===== config.mk =====
export PLATFORM = sky130hd
export DESIGN_NAME = apb_req_master_flat
export DESIGN_NICKNAME = d
export VERILOG_FILES = /design/src/rtl/apb_req_pkg.sv /design/src/rtl/apb_req_master_if.sv /design/src/rtl/apb_timeout_counter.sv /design/src/rtl/apb_req_master.sv /design/src/flat_wrapper.sv
export SDC_FILE = /design/constraint.sdc
export NUM_CORES = 1
export LEC_CHECK = 0
export CORE_ASPECT_RATIO = 1.75
export CORE_MARGIN = 4
export CORE_UTILIZATION = 43
export CTS_BUF_LIST = sky130_fd_sc_hd__clkbuf_4
export CTS_CLUSTER_DIAMETER = 200
export DETAILED_ROUTE_END_ITERATION = 7
export PLACE_DENSITY_LB_ADDON = 0.1
export SYNTH_ARGS = -nofsm -noshare
export SYNTH_HDL_FRONTEND = slang
export SYNTH_HIERARCHICAL = 1
export SYNTH_SLANG_ARGS = --single-unit

===== constraint.sdc =====
create_clock -name clk_i -period 4.2 [get_ports clk_i]
set_input_delay 1.05 -clock clk_i [delete_from_list [all_inputs] [get_ports clk_i]]
set_output_delay 1.05 -clock clk_i [all_outputs]
set_load 0.005 [all_outputs]

===== src/rtl/apb_req_pkg.sv =====
// rtl/apb_req_pkg.sv - shared types and constants for the APB request master
package apb_req_pkg;

    typedef enum logic [1:0] {
        IDLE   = 2'd0,
        SETUP  = 2'd1,
        ACCESS = 2'd2,
        RESP   = 2'd3
    } apb_state_e;

    // Read data returned when a transfer is aborted because the slave never answered
    localparam logic [31:0] APB_TIMEOUT_RDATA = 32'hDEADBEEF;

endpackage


===== src/rtl/apb_req_master_if.sv =====
// rtl/apb_req_master_if.sv - request/response and APB signals of the request master
interface apb_req_master_if #(
    parameter int APB_ADDR_WIDTH = 32,
    parameter int APB_DATA_WIDTH = 32
);
    logic                      req_valid_i;
    logic                      req_ready_o;
    logic                      req_write_i;
    logic [APB_ADDR_WIDTH-1:0] req_addr_i;
    logic [APB_DATA_WIDTH-1:0] req_wdata_i;
    logic                      rsp_valid_o;
    logic                      rsp_ready_i;
    logic [APB_DATA_WIDTH-1:0] rsp_rdata_o;
    logic                      rsp_err_o;
    logic                      psel_o;
    logic                      penable_o;
    logic                      pwrite_o;
    logic [APB_ADDR_WIDTH-1:0] paddr_o;
    logic [APB_DATA_WIDTH-1:0] pwdata_o;
    logic [APB_DATA_WIDTH-1:0] prdata_i;
    logic                      pready_i;
    logic                      pslverr_i;

    // View of the request master itself
    modport master (
        input  req_valid_i, req_write_i, req_addr_i, req_wdata_i, rsp_ready_i,
        input  prdata_i, pready_i, pslverr_i,
        output req_ready_o, rsp_valid_o, rsp_rdata_o, rsp_err_o,
        output psel_o, penable_o, pwrite_o, paddr_o, pwdata_o
    );

    // View of the surroundings: requester plus APB slave
    modport slave (
        output req_valid_i, req_write_i, req_addr_i, req_wdata_i, rsp_ready_i,
        output prdata_i, pready_i, pslverr_i,
        input  req_ready_o, rsp_valid_o, rsp_rdata_o, rsp_err_o,
        input  psel_o, penable_o, pwrite_o, paddr_o, pwdata_o
    );

endinterface


===== src/rtl/apb_timeout_counter.sv =====
// rtl/apb_timeout_counter.sv - saturating wait-state counter with expiry flag
module apb_timeout_counter #(
    parameter int LIMIT = 255
) (
    input  logic clk_i,
    input  logic rst_i,
    input  logic clear,
    input  logic enable,
    output logic expired
);
    localparam int CW     = (LIMIT > 0) ? (($clog2(LIMIT + 1) > 0) ? $clog2(LIMIT + 1) : 1) : 1;
    localparam int LAST_I = (LIMIT > 0) ? LIMIT - 1 : 0;
    localparam logic [CW-1:0] LAST = CW'(LAST_I);

    logic [CW-1:0] cnt;

    // Count stalled cycles; saturate instead of wrapping so expiry cannot re-arm
    always_ff @(posedge clk_i or posedge rst_i) begin
        if (rst_i) begin
            cnt <= '0;
        end else if (clear) begin
            cnt <= '0;
        end else if (enable && (cnt != {CW{1'b1}})) begin
            cnt <= cnt + CW'(1);
        end
    end

    // Expiry is the last permitted stalled cycle; a zero limit never expires
    assign expired = (LIMIT > 0) && (cnt == LAST);

endmodule


===== src/rtl/apb_req_master.sv =====
// rtl/apb_req_master.sv - valid/ready request to APB transfer initiator with timeout
module apb_req_master
    import apb_req_pkg::*;
#(
    parameter int APB_ADDR_WIDTH = 32,
    parameter int APB_DATA_WIDTH = 32,
    parameter int TIMEOUT_CYCLES = 255
) (
    input  logic                 clk_i,
    input  logic                 rst_i,
    apb_req_master_if.master     bus
);
    apb_state_e state, state_next;
    logic       accept;
    logic       complete;
    logic       abort;
    logic       rsp_done;
    logic       tmr_clear;
    logic       tmr_enable;
    logic       tmr_expired;

    // The counter only runs during ACCESS, so it is fresh for every transfer
    assign tmr_clear  = (state != ACCESS);
    assign tmr_enable = (state == ACCESS) && !bus.pready_i;

    apb_timeout_counter #(
        .LIMIT (TIMEOUT_CYCLES)
    ) u_timeout (
        .clk_i   (clk_i),
        .rst_i   (rst_i),
        .clear   (tmr_clear),
        .enable  (tmr_enable),
        .expired (tmr_expired)
    );

    assign bus.req_ready_o = (state == IDLE);

    // State register
    always_ff @(posedge clk_i or posedge rst_i) begin
        if (rst_i) begin
            state <= IDLE;
        end else begin
            state <= state_next;
        end
    end

    // Next state and single-cycle event strobes
    always_comb begin
        state_next = state;
        accept     = 1'b0;
        complete   = 1'b0;
        abort      = 1'b0;
        rsp_done   = 1'b0;
        unique case (state)
            IDLE: begin
                if (bus.req_valid_i) begin
                    accept     = 1'b1;
                    state_next = SETUP;
                end
            end
            SETUP: begin
                state_next = ACCESS;
            end
            ACCESS: begin
                // A slave answering on the expiry cycle still completes normally
                if (bus.pready_i) begin
                    complete   = 1'b1;
                    state_next = RESP;
                end else if (tmr_expired) begin
                    abort      = 1'b1;
                    state_next = RESP;
                end
            end
            RESP: begin
                if (bus.rsp_ready_i) begin
                    rsp_done   = 1'b1;
                    state_next = IDLE;
                end
            end
            default: state_next = IDLE;
        endcase
    end

    // APB drive registers and the held response
    always_ff @(posedge clk_i or posedge rst_i) begin
        if (rst_i) begin
            bus.psel_o      <= 1'b0;
            bus.penable_o   <= 1'b0;
            bus.pwrite_o    <= 1'b0;
            bus.paddr_o     <= '0;
            bus.pwdata_o    <= '0;
            bus.rsp_valid_o <= 1'b0;
            bus.rsp_err_o   <= 1'b0;
            bus.rsp_rdata_o <= '0;
        end else begin
            if (accept) begin
                bus.paddr_o  <= bus.req_addr_i;
                bus.pwdata_o <= bus.req_wdata_i;
                bus.pwrite_o <= bus.req_write_i;
                bus.psel_o   <= 1'b1;
            end
            if (state == SETUP) begin
                bus.penable_o <= 1'b1;
            end
            if (complete || abort) begin
                bus.psel_o      <= 1'b0;
                bus.penable_o   <= 1'b0;
                bus.rsp_valid_o <= 1'b1;
                if (complete) begin
                    bus.rsp_err_o   <= bus.pslverr_i;
                    bus.rsp_rdata_o <= bus.pwrite_o ? '0 : bus.prdata_i;
                end else begin
                    bus.rsp_err_o   <= 1'b1;
                    bus.rsp_rdata_o <= APB_DATA_WIDTH'(APB_TIMEOUT_RDATA);
                end
            end
            if (rsp_done) begin
                bus.rsp_valid_o <= 1'b0;
            end
        end
    end

endmodule


===== src/flat_wrapper.sv =====
// flat-port wrapper written by rule: the top's interface ports become plain ports
module apb_req_master_flat import apb_req_pkg::*;
#(
    parameter int APB_ADDR_WIDTH = 32,
    parameter int APB_DATA_WIDTH = 32,
    parameter int TIMEOUT_CYCLES = 255
)
  (clk_i, rst_i, bus_req_valid_i, bus_req_write_i, bus_req_addr_i, bus_req_wdata_i, bus_rsp_ready_i, bus_prdata_i, bus_pready_i, bus_pslverr_i, bus_req_ready_o, bus_rsp_valid_o, bus_rsp_rdata_o, bus_rsp_err_o, bus_psel_o, bus_penable_o, bus_pwrite_o, bus_paddr_o, bus_pwdata_o);
  apb_req_master_if #(.APB_ADDR_WIDTH(APB_ADDR_WIDTH), .APB_DATA_WIDTH(APB_DATA_WIDTH)) bus_i ();
  input  logic clk_i;
  input  logic rst_i;
  input wire logic [$bits(bus_i.req_valid_i)-1:0] bus_req_valid_i;
  input wire logic [$bits(bus_i.req_write_i)-1:0] bus_req_write_i;
  input wire logic [$bits(bus_i.req_addr_i)-1:0] bus_req_addr_i;
  input wire logic [$bits(bus_i.req_wdata_i)-1:0] bus_req_wdata_i;
  input wire logic [$bits(bus_i.rsp_ready_i)-1:0] bus_rsp_ready_i;
  input wire logic [$bits(bus_i.prdata_i)-1:0] bus_prdata_i;
  input wire logic [$bits(bus_i.pready_i)-1:0] bus_pready_i;
  input wire logic [$bits(bus_i.pslverr_i)-1:0] bus_pslverr_i;
  output wire logic [$bits(bus_i.req_ready_o)-1:0] bus_req_ready_o;
  output wire logic [$bits(bus_i.rsp_valid_o)-1:0] bus_rsp_valid_o;
  output wire logic [$bits(bus_i.rsp_rdata_o)-1:0] bus_rsp_rdata_o;
  output wire logic [$bits(bus_i.rsp_err_o)-1:0] bus_rsp_err_o;
  output wire logic [$bits(bus_i.psel_o)-1:0] bus_psel_o;
  output wire logic [$bits(bus_i.penable_o)-1:0] bus_penable_o;
  output wire logic [$bits(bus_i.pwrite_o)-1:0] bus_pwrite_o;
  output wire logic [$bits(bus_i.paddr_o)-1:0] bus_paddr_o;
  output wire logic [$bits(bus_i.pwdata_o)-1:0] bus_pwdata_o;
  assign bus_i.req_valid_i = bus_req_valid_i;
  assign bus_i.req_write_i = bus_req_write_i;
  assign bus_i.req_addr_i = bus_req_addr_i;
  assign bus_i.req_wdata_i = bus_req_wdata_i;
  assign bus_i.rsp_ready_i = bus_rsp_ready_i;
  assign bus_i.prdata_i = bus_prdata_i;
  assign bus_i.pready_i = bus_pready_i;
  assign bus_i.pslverr_i = bus_pslverr_i;
  assign bus_req_ready_o = bus_i.req_ready_o;
  assign bus_rsp_valid_o = bus_i.rsp_valid_o;
  assign bus_rsp_rdata_o = bus_i.rsp_rdata_o;
  assign bus_rsp_err_o = bus_i.rsp_err_o;
  assign bus_psel_o = bus_i.psel_o;
  assign bus_penable_o = bus_i.penable_o;
  assign bus_pwrite_o = bus_i.pwrite_o;
  assign bus_paddr_o = bus_i.paddr_o;
  assign bus_pwdata_o = bus_i.pwdata_o;
  apb_req_master #(.APB_ADDR_WIDTH(APB_ADDR_WIDTH), .APB_DATA_WIDTH(APB_DATA_WIDTH), .TIMEOUT_CYCLES(TIMEOUT_CYCLES)) u_core (.clk_i(clk_i), .rst_i(rst_i), .bus(bus_i));
endmodule

======== After elaboration in Yosys (flattened, before gate mapping) ========
Cells that the tools add are included.
storage, ports and cells
  output and inout port bits .............. 102
  logic and storage cells ................. 55
  bits of input ports ..................... 103
  bits in registers ....................... 111
operators by class
  $add $sub $neg .......................... 1
  multiplexer cells ....................... 25
  equal/unequal tests ..................... 9
  reduce and logical (&&, ||, !) cells .... 10
operators with widths
  kind                                                    count
  two-way mux 32 bit                                      2
  two-way mux 1 bit                                       16
  two-way mux 8 bit                                       2
  adder 8 x 1 -> 8 bit (second input constant)            1
  == test 8 bit (second input constant)                   1
  two-way mux 2 bit                                       4
  inequality test 8 bit (second input constant)           1
  one-hot mux 2 bit (4 select lines)                      1
  nonzero test 2 bit                                      4
  inequality test 2 bit (second input constant)           3
  == test 2 bit (second input constant)                   2
  inequality test 3 x 2 -> 1 bit (second input constant)  1
  AND reduction 3 bit                                     1
  == test 2 x 1 -> 1 bit (second input constant)          1
  logical AND 1 bit                                       2
  logical NOT 2 bit                                       1
  logical NOT 1 bit                                       1
  logical OR 1 bit                                        1

======== Depth between registers and ports, before layout ========
Gate-level depths: netlist of the first run.
  depth after elaboration ................. 7
  depth in mapped cells ................... 7
  gate-level depth less buffers ........... 6

======== By module ========
The synthesis of the first run kept the hierarchy.
by module, submodules not included
  module               instances  area an instance (um2)  cells each  seq. area each (um2)
  apb_req_master       1          4116.4                  314         2577.5
  apb_timeout_counter  1          524.3                   55          200.2

======== Worst setup path before layout of the first run ========
No wires, ideal clock.
  path kind ............................... input-to-reg
  start ................................... input port bus_pready_i
  end ..................................... register u_core.u_timeout.cnt[5]
  stages on the path ...................... 4
  setup time .............................. 0.128 ns
  path buffers ............................ 0
  slack ................................... 2.081 ns
  required time ........................... 4.072 ns
  data arrival time ....................... 1.991 ns
  path through ............................ nor2b_1 -> nand3_2 -> a211oi_2 -> mux2_1
between the ends
  longest elaborated chain between the ends .. 4
ends and longest elaborated chain
  element                       RTL line                   source
  from (decl)                   flat_wrapper.sv:18         input wire logic [$bits(bus_i.pready_i)-1:0] bus_pready_i;
  logical NOT 1 bit             apb_req_master.sv:24       assign tmr_enable = (state == ACCESS) && !bus.pready_i;
  logical AND 1 bit             apb_req_master.sv:24
  logical AND 1 bit             apb_timeout_counter.sv:23  end else if (enable && (cnt != {CW{1'b1}})) begin
  nonzero test 2 bit (no line)  --
  to (signal assigned)          apb_timeout_counter.sv:24  cnt <= cnt + CW'(1);
  to (decl)                     apb_timeout_counter.sv:15  logic [CW-1:0] cnt;
Every way passes these cells.
A chain may end at the register's enable or synchronous reset.

======== Worst setup path in the final report of the first run ========
  start ................................... register u_core.state[0]
  end ..................................... output port bus_req_ready_o
between the ends
  longest elaborated chain between the ends .. 1
ends and longest elaborated chain
  element                 RTL line              source
  from (decl)             apb_req_master.sv:13  apb_state_e state, state_next;
  from (signal assigned)  apb_req_master.sv:43  state <= state_next;
  logical NOT 2 bit       apb_req_master.sv:36  assign bus.req_ready_o = (state == IDLE);
  to (decl)               flat_wrapper.sv:20    output wire logic [$bits(bus_i.req_ready_o)-1:0] bus_req_ready_o;
Every way passes these cells.

==> results_dict.tcl, run 1 <==
set metrics [dict create \
    status "completed" \
    post-route-util 0.666 \
    irDropWorstVdd_v 0.000385 \
    initial_core_util 0.445 \
    min_path_type "register to register" \
    postCtsSetupBuffers 0 \
    cts_resized 0 \
    finalSetupViolCount 0 \
    dr.pass1.iters 4 \
    vias 3453 \
    antenna_found_initial 1 \
    cp_slowest_stage_delay_ns 0.54 \
    synth_top_area_frac 0.599 \
    wl_per_cell_um 17.5 \
    r2r_start "u_core/state[0]$_DFFE_PP0P_" \
    fin_crit_ns 2.89 \
    fill_cells 863 \
    synth.most_common_cell "dfrtp_1" \
    fmax_ghz 0.346 \
    finalSetupTns_ns 0 \
    cp-end-kind "primary output" \
    powerDensity_nw_per_um2 633 \
    clock_latency_ns 0.44 \
    crit_type "register to primary output" \
    path_clk_slew_ns 0.16 \
    nNetsFinal 675 \
    clockBufferDepth 2 \
    grt_overflow 0 \
    cp-start-kind "register" \
    ys_top_cells_by_count "111 x dfrtp_1, 67 x mux2_1, 32 x inv_1, 25 x nand2_1, 20 x o311ai_1" \
    cts-root-buf "clkbuf_4" \
    drive_gt1_frac 0.0458 \
    grt_usage 0.197 \
    hp-start "u_core/bus.rsp_rdata_o[16]$_DFFE_PP0P_" \
    syn_nets 479 \
    placed_area_um2 6790 \
    grt_pass1_wl_um 19200 \
    cap_violations 0 \
    crit_start "u_core/state[0]$_DFFE_PP0P_" \
    fin_crit_sh 0.688 \
    totalWireLength_um 12200 \
    skew_ns 0.0189 \
    area_growth_pct 49.6 \
    synth_area_leaders "dfrtp_1 60%, mux2_1 16%, o311ai_1 3.8%" \
    die_w_um 86.5 \
    hold_viol 0 \
    swShare 0.300 \
    netlist-cell-type-count 36 \
    path_buf_inv 2 \
    core_area_um2 10400 \
    ys_seq_area_frac 0.599 \
    drv_slew 0 \
    detail-route-antenna-nets 0 \
    dieArea_um2 12600 \
    stdcell_area_um2 6940 \
    grt_pass1_vias 3609 \
    synthFlopType "dfrtp_1" \
    leakagePower_nw 3.01 \
    tightest_slew_ns 1.10 \
    cp_cell_sequence "inv_1 -> ha_1 -> clkdlybuf4s50_1" \
    power.switching_mw 1.32 \
    grt_start_max_net_pins 68 \
    rows 49 \
    ys_async_sr_fraction 1.00 \
    hpwl_um 9420 \
    ios 205 \
    slew_headroom 0.263 \
    grt_setup_unrepaired "no" \
    syn_area_um2 4640 \
    synth_top_area_cell "dfrtp_1" \
    cp.arrival_ns 1.84 \
    port_buffers 204 \
    die_height_um 145 \
    yosys_warnings 6 \
    synth_edf_count 0 \
    pwr-share-comb 0.461 \
    place_congestion 0.767 \
    cts_hold_buf 0 \
    crit_fanout 5 \
    critPathRequiredTime_ns 3.15 \
    syn_area_per_cell_um2 12.6 \
    drtIter0Drc 127 \
    synth-seq-cells 111 \
    crit_slowest_cell "clkdlybuf4s50_1" \
    pwr-share-seq 0.410 \
    drc_errors 0 \
    synth_cells 369 \
    cpLargestDelayFamily "buffers and inverters" \
    cts_num_sinks 111 \
    internal_power_mw 3.07 \
    power_frac_clock 0.129 \
    cts_tree "done" \
    cts-buffers-inserted 9 \
    htreeDepth 3 \
    vias_per_cell 4.96 \
]
-- layout make-up --
cell class	instances	area, um2	share of cell area
antenna	1	2.50	0.000360
clock buffer	10	75.1	0.0108
clock inverter	4	72.6	0.0105
multi-input combinational	202	1630	0.235
tap	127	159	0.0229
sequential	111	2780	0.400
inverter	33	126	0.0182
timing repair buffer	208	2100	0.302
-- flip-flops by register name, indices dropped and copies added (netlist names) --
signal / count
u_core/bus.paddr_o: 32
u_core/bus.pwdata_o: 32
u_core/bus.rsp_rdata_o: 32
u_core/u_timeout/cnt: 8
u_core/state: 2
u_core/bus.penable_o: 1
u_core/bus.psel_o: 1
u_core/bus.pwrite_o: 1
u_core/bus.rsp_err_o: 1
u_core/bus.rsp_valid_o: 1
-- power groups by stage --
stage          registers [mW]  logic (mW)  clock network [mW]
2_1_floorplan            1.86       0.727                   0
6_report                 1.80        2.02               0.568
4_1_cts                  1.81        2.07               0.591
3_3_place_gp             1.82        2.01                   0
3_5_place_dp             1.84        2.07                   0
5_1_grt                  1.87        2.20               0.629
-- worst paths after layout --
path                                                          end  slack [ns]  cells past startpoint
hold / removal             u_core/bus.rsp_rdata_o[16]$_DFFE_PP0P_        0.50                      2
min in group asynchronous     u_core/u_timeout/cnt[0]$_DFFE_PP0P_        0.93                      2
setup reg to reg               u_core/bus.paddr_o[24]$_DFFE_PP0P_        2.01                      5
setup / recovery                                  bus_req_ready_o        1.31                      3
hold reg to reg            u_core/bus.rsp_rdata_o[16]$_DFFE_PP0P_        0.50                      2
max in group asynchronous      u_core/bus.paddr_o[27]$_DFFE_PP0P_        2.44                      3
-- worst reg2reg max path: stages (launching register included) --
cell and delay (ns):
dfrtp_1 0.41, inv_1 0.10, ha_1 0.28, nand2_2 0.56, buf_12 0.33, mux2_1 0.38
-- cell usage in the layout, fill, tap and decap left out, drive strengths merged, types with 7 or more instances in the layout --
cell and instances:
clkdlybuf4s50 204, dfrtp 111, mux2 69, inv 32
nand2 25, o311ai 20, o21ai 16, nand2b 12
nor2 12, nand3 11, clkbuf 10, ha 7
-- kinds of logic (layout without fill, tap and decap cells) --
logic type	count (synthesis)	after routing	synth area share
adders and majority gates	7	7	0.0189
buffers and inverters	56	255	0.0507
other	0	1	0
AOI/OAI and AO/OA	50	50	0.0806
DFF	111	111	0.599
and+or+nand+nor	75	75	0.0801
muxes	70	70	0.171
-- layer usage --
metal / routed length [um] / vias to the layer above / GRT usage
li1: - / 1661 / -
met1: 4450 / 1658 / 0.222
met2: 6770 / 116 / 0.359
met3: 670 / 18 / 0.0391
met4: 278 / 0 / 0.0686
met5: 0 / - / 0
-- stage by stage --
stage	power, mW	hold WS, ns	instances	worst slack [ns]
4_1_cts	4.48	0.508	695	1.26
3_5_place_dp	3.91	0.473	681	1.27
3_3_place_gp	3.83	0.468	681	1.34
2_1_floorplan	2.59	0.459	369	0.446
5_1_grt	4.70	0.522	696	1.18
6_report	4.39	0.501	696	1.31
No activity file was read; power rests on OpenSTA's default activity.
==> run 2, diff against run 1 <==
==> constraint.sdc (replaced) <==
create_clock -name clk_i -period 3 [get_ports clk_i]
set_input_delay 0.75 -clock clk_i [delete_from_list [all_inputs] [get_ports clk_i]]
set_output_delay 0.75 -clock clk_i [all_outputs]
set_load 0.005 [all_outputs]
==> run 2 against run 1 <==
Against the previous run: cell count up 0.57%; first-iteration DRC count up 5.5%; global-route usage down 0.28 points; register-to-register slack worse by 1.0 ns; routed wire length up 2.1%; largest cell class unchanged; non-clock buffer count up 2; combinational power up 42%; flip-flop and latch count unchanged; utilization up 0.096 points; power up 39%; critical path type unchanged.
==> results_dict.tcl, run 2 (same netlist as run 1, synthesis figures left out) <==
set metrics [dict create \
    ios 205 \
    crit_type "register to primary output" \
    irDropWorstVdd_v 0.000545 \
    cp_slowest_stage_delay_ns 0.54 \
    cts_num_sinks 111 \
    grt_usage 0.194 \
    cts_hold_buf 0 \
    critPathRequiredTime_ns 2.25 \
    drc_errors 0 \
    internal_power_mw 4.17 \
    clockBufferDepth 2 \
    powerDensity_nw_per_um2 879 \
    rows 49 \
    finalSetupViolCount 0 \
    placed_area_um2 6820 \
    place_congestion 0.786 \
    postCtsSetupBuffers 0 \
    pwr-share-seq 0.413 \
    htreeDepth 3 \
    dr.pass1.iters 4 \
    reg_top3 "u_core/bus.paddr_o (32), u_core/bus.pwdata_o (32), u_core/bus.rsp_rdata_o (32)" \
    cts_resized 0 \
    grt_pass1_wl_um 19100 \
    cpLargestDelayFamily "buffers and inverters" \
    area_growth_pct 49.8 \
    cts-buffers-inserted 9 \
    status "completed" \
    power_frac_clock 0.117 \
    cts-root-buf "clkbuf_4" \
    cap_violations 0 \
    pwr-share-comb 0.470 \
    min_path_type "register to register" \
    cp-end-kind "primary output" \
    vias_per_cell 5.07 \
    cp.arrival_ns 1.87 \
    grt_setup_unrepaired "no" \
    hold_viol 0 \
    cts_tree "done" \
    path_buf_inv 2 \
    clock_latency_ns 0.45 \
    stdcell_area_um2 6950 \
    swShare 0.317 \
    totalWireLength_um 12400 \
    cp-start-kind "register" \
    drtIter0Drc 134 \
    grt_overflow 0 \
    path_clk_slew_ns 0.17 \
    cp_cell_sequence "inv_1 -> ha_1 -> clkdlybuf4s50_1" \
    final_common_cell "clkdlybuf4s50_1" \
    grt_start_max_net_pins 104 \
    crit_fanout 5 \
    nNetsFinal 677 \
    fill_cells 856 \
    final_cell_mix "204 x clkdlybuf4s50_1, 111 x dfrtp_1, 67 x mux2_1, 31 x inv_1, 23 x nand2_1" \
    die_w_um 86.5 \
    fin_crit_sh 0.872 \
    leakagePower_nw 3.01 \
    finalSetupTns_ns 0 \
    crit_slowest_cell "clkdlybuf4s50_1" \
    vias 3546 \
    initial_core_util 0.445 \
    dieArea_um2 12600 \
    power.switching_mw 1.94 \
    port_buffers 204 \
    skew_ns 0.0193 \
    hpwl_um 9310 \
    core_area_um2 10400 \
    antenna_found_initial 1 \
    detail-route-antenna-nets 0 \
    drive_gt1_frac 0.0524 \
    wl_per_cell_um 17.7 \
    tightest_slew_ns 0.546 \
    holdWs_ns 0.504 \
    fin_crit_ns 2.62 \
    grt_pass1_vias 3744 \
    fmax_ghz 0.382 \
    slew_headroom 0.636 \
    die_height_um 145 \
    drv_slew 0 \
]
[run 2: cell count changes in the layout (fill, tap and decap cells not counted), sizes merged]
| cell | before | now |
|---|---|---|
| buf | 4 | 6 |
| bufinv | 2 | 0 |
| clkbuf | 10 | 9 |
| clkinvlp | 1 | 2 |
| inv | 32 | 36 |
[run 2: worst paths after layout]
kind	start	cells after the start	slack, ns	endpoint
min in group asynchronous	rst_i	2	0.61	u_core/u_timeout/cnt[3]$_DFFE_PP0P_
hold / removal	u_core/bus.rsp_rdata_o[21]$_DFFE_PP0P_	2	0.50	u_core/bus.rsp_rdata_o[21]$_DFFE_PP0P_
setup reg to reg	u_core/u_timeout/cnt[5]$_DFFE_PP0P_	5	0.98	u_core/state[1]$_DFFE_PP0P_
hold reg to reg	u_core/bus.rsp_rdata_o[21]$_DFFE_PP0P_	2	0.50	u_core/bus.rsp_rdata_o[21]$_DFFE_PP0P_
setup / recovery	u_core/state[0]$_DFFE_PP0P_	3	0.38	bus_req_ready_o
max in group asynchronous	rst_i	3	1.78	u_core/bus.pwdata_o[15]$_DFFE_PP0P_
[run 2: routing by layer]
metal,up-vias,GRT usage,wire [um]
met5,-,0,0
met2,147,0.342,6450
met3,27,0.0380,804
li1,1666,-,-
met4,0,0.101,522
met1,1706,0.215,4640
[run 2: final cells by class]
type                            instances  area (um2)  share of cell area
Clock inverter                          7        61.3             0.00882
Clock buffer                            9        67.6             0.00972
Antenna cell                            1        2.50            0.000360
Multi-Input combinational cell        202        1630               0.235
Timing Repair Buffer                  210        2120               0.306
Tap cell                              127         159              0.0229
Sequential cell                       111        2780               0.399
Inverter                               33         128              0.0184
[run 2: power groups by stage]
stage          clock [mW]  combinational [mW]  sequential, mW
3_5_place_dp            0                2.92            2.58
6_report            0.714                2.87            2.52
5_1_grt             0.800                3.11            2.61
2_1_floorplan           0                1.02            2.61
4_1_cts             0.743                2.93            2.54
3_3_place_gp            0                2.85            2.53
[run 2: stage by stage]
stage | total power [mW] | utilization | setup slack (ns) | std cells
6_report | 6.11 | 0.667 | 0.383 | 700
5_1_grt | 6.52 | 0.667 | 0.277 | 700
4_1_cts | 6.21 | 0.667 | 0.357 | 699
3_5_place_dp | 5.50 | 0.655 | 0.636 | 683
3_3_place_gp | 5.38 | 0.655 | 0.674 | 683
2_1_floorplan | 3.63 | - | 1.02 | 369
[run 2: worst register-to-register path: stages (launching register included)]
cell	delay, ns
dfrtp_1	0.46
and3_1	0.36
and3_1	0.27
clkinv_1	0.08
a222oi_1	0.39
mux2_1	0.37
==> run 3, diff against run 2 <==
--- a/config.mk
+++ b/config.mk
@@ -9,9 +9,10 @@
 export CORE_MARGIN = 4
 export CORE_UTILIZATION = 43
 export CTS_BUF_LIST = sky130_fd_sc_hd__clkbuf_4
-export CTS_CLUSTER_DIAMETER = 200
+export CTS_CLUSTER_DIAMETER = 50
 export DETAILED_ROUTE_END_ITERATION = 7
 export PLACE_DENSITY_LB_ADDON = 0.1
+export SKIP_CTS_REPAIR_TIMING = 1
 export SYNTH_ARGS = -nofsm -noshare
 export SYNTH_HDL_FRONTEND = slang
 export SYNTH_HIERARCHICAL = 1
==> results of run 3 <==
Final layout, timing and power as in run 2 (identical DEF).
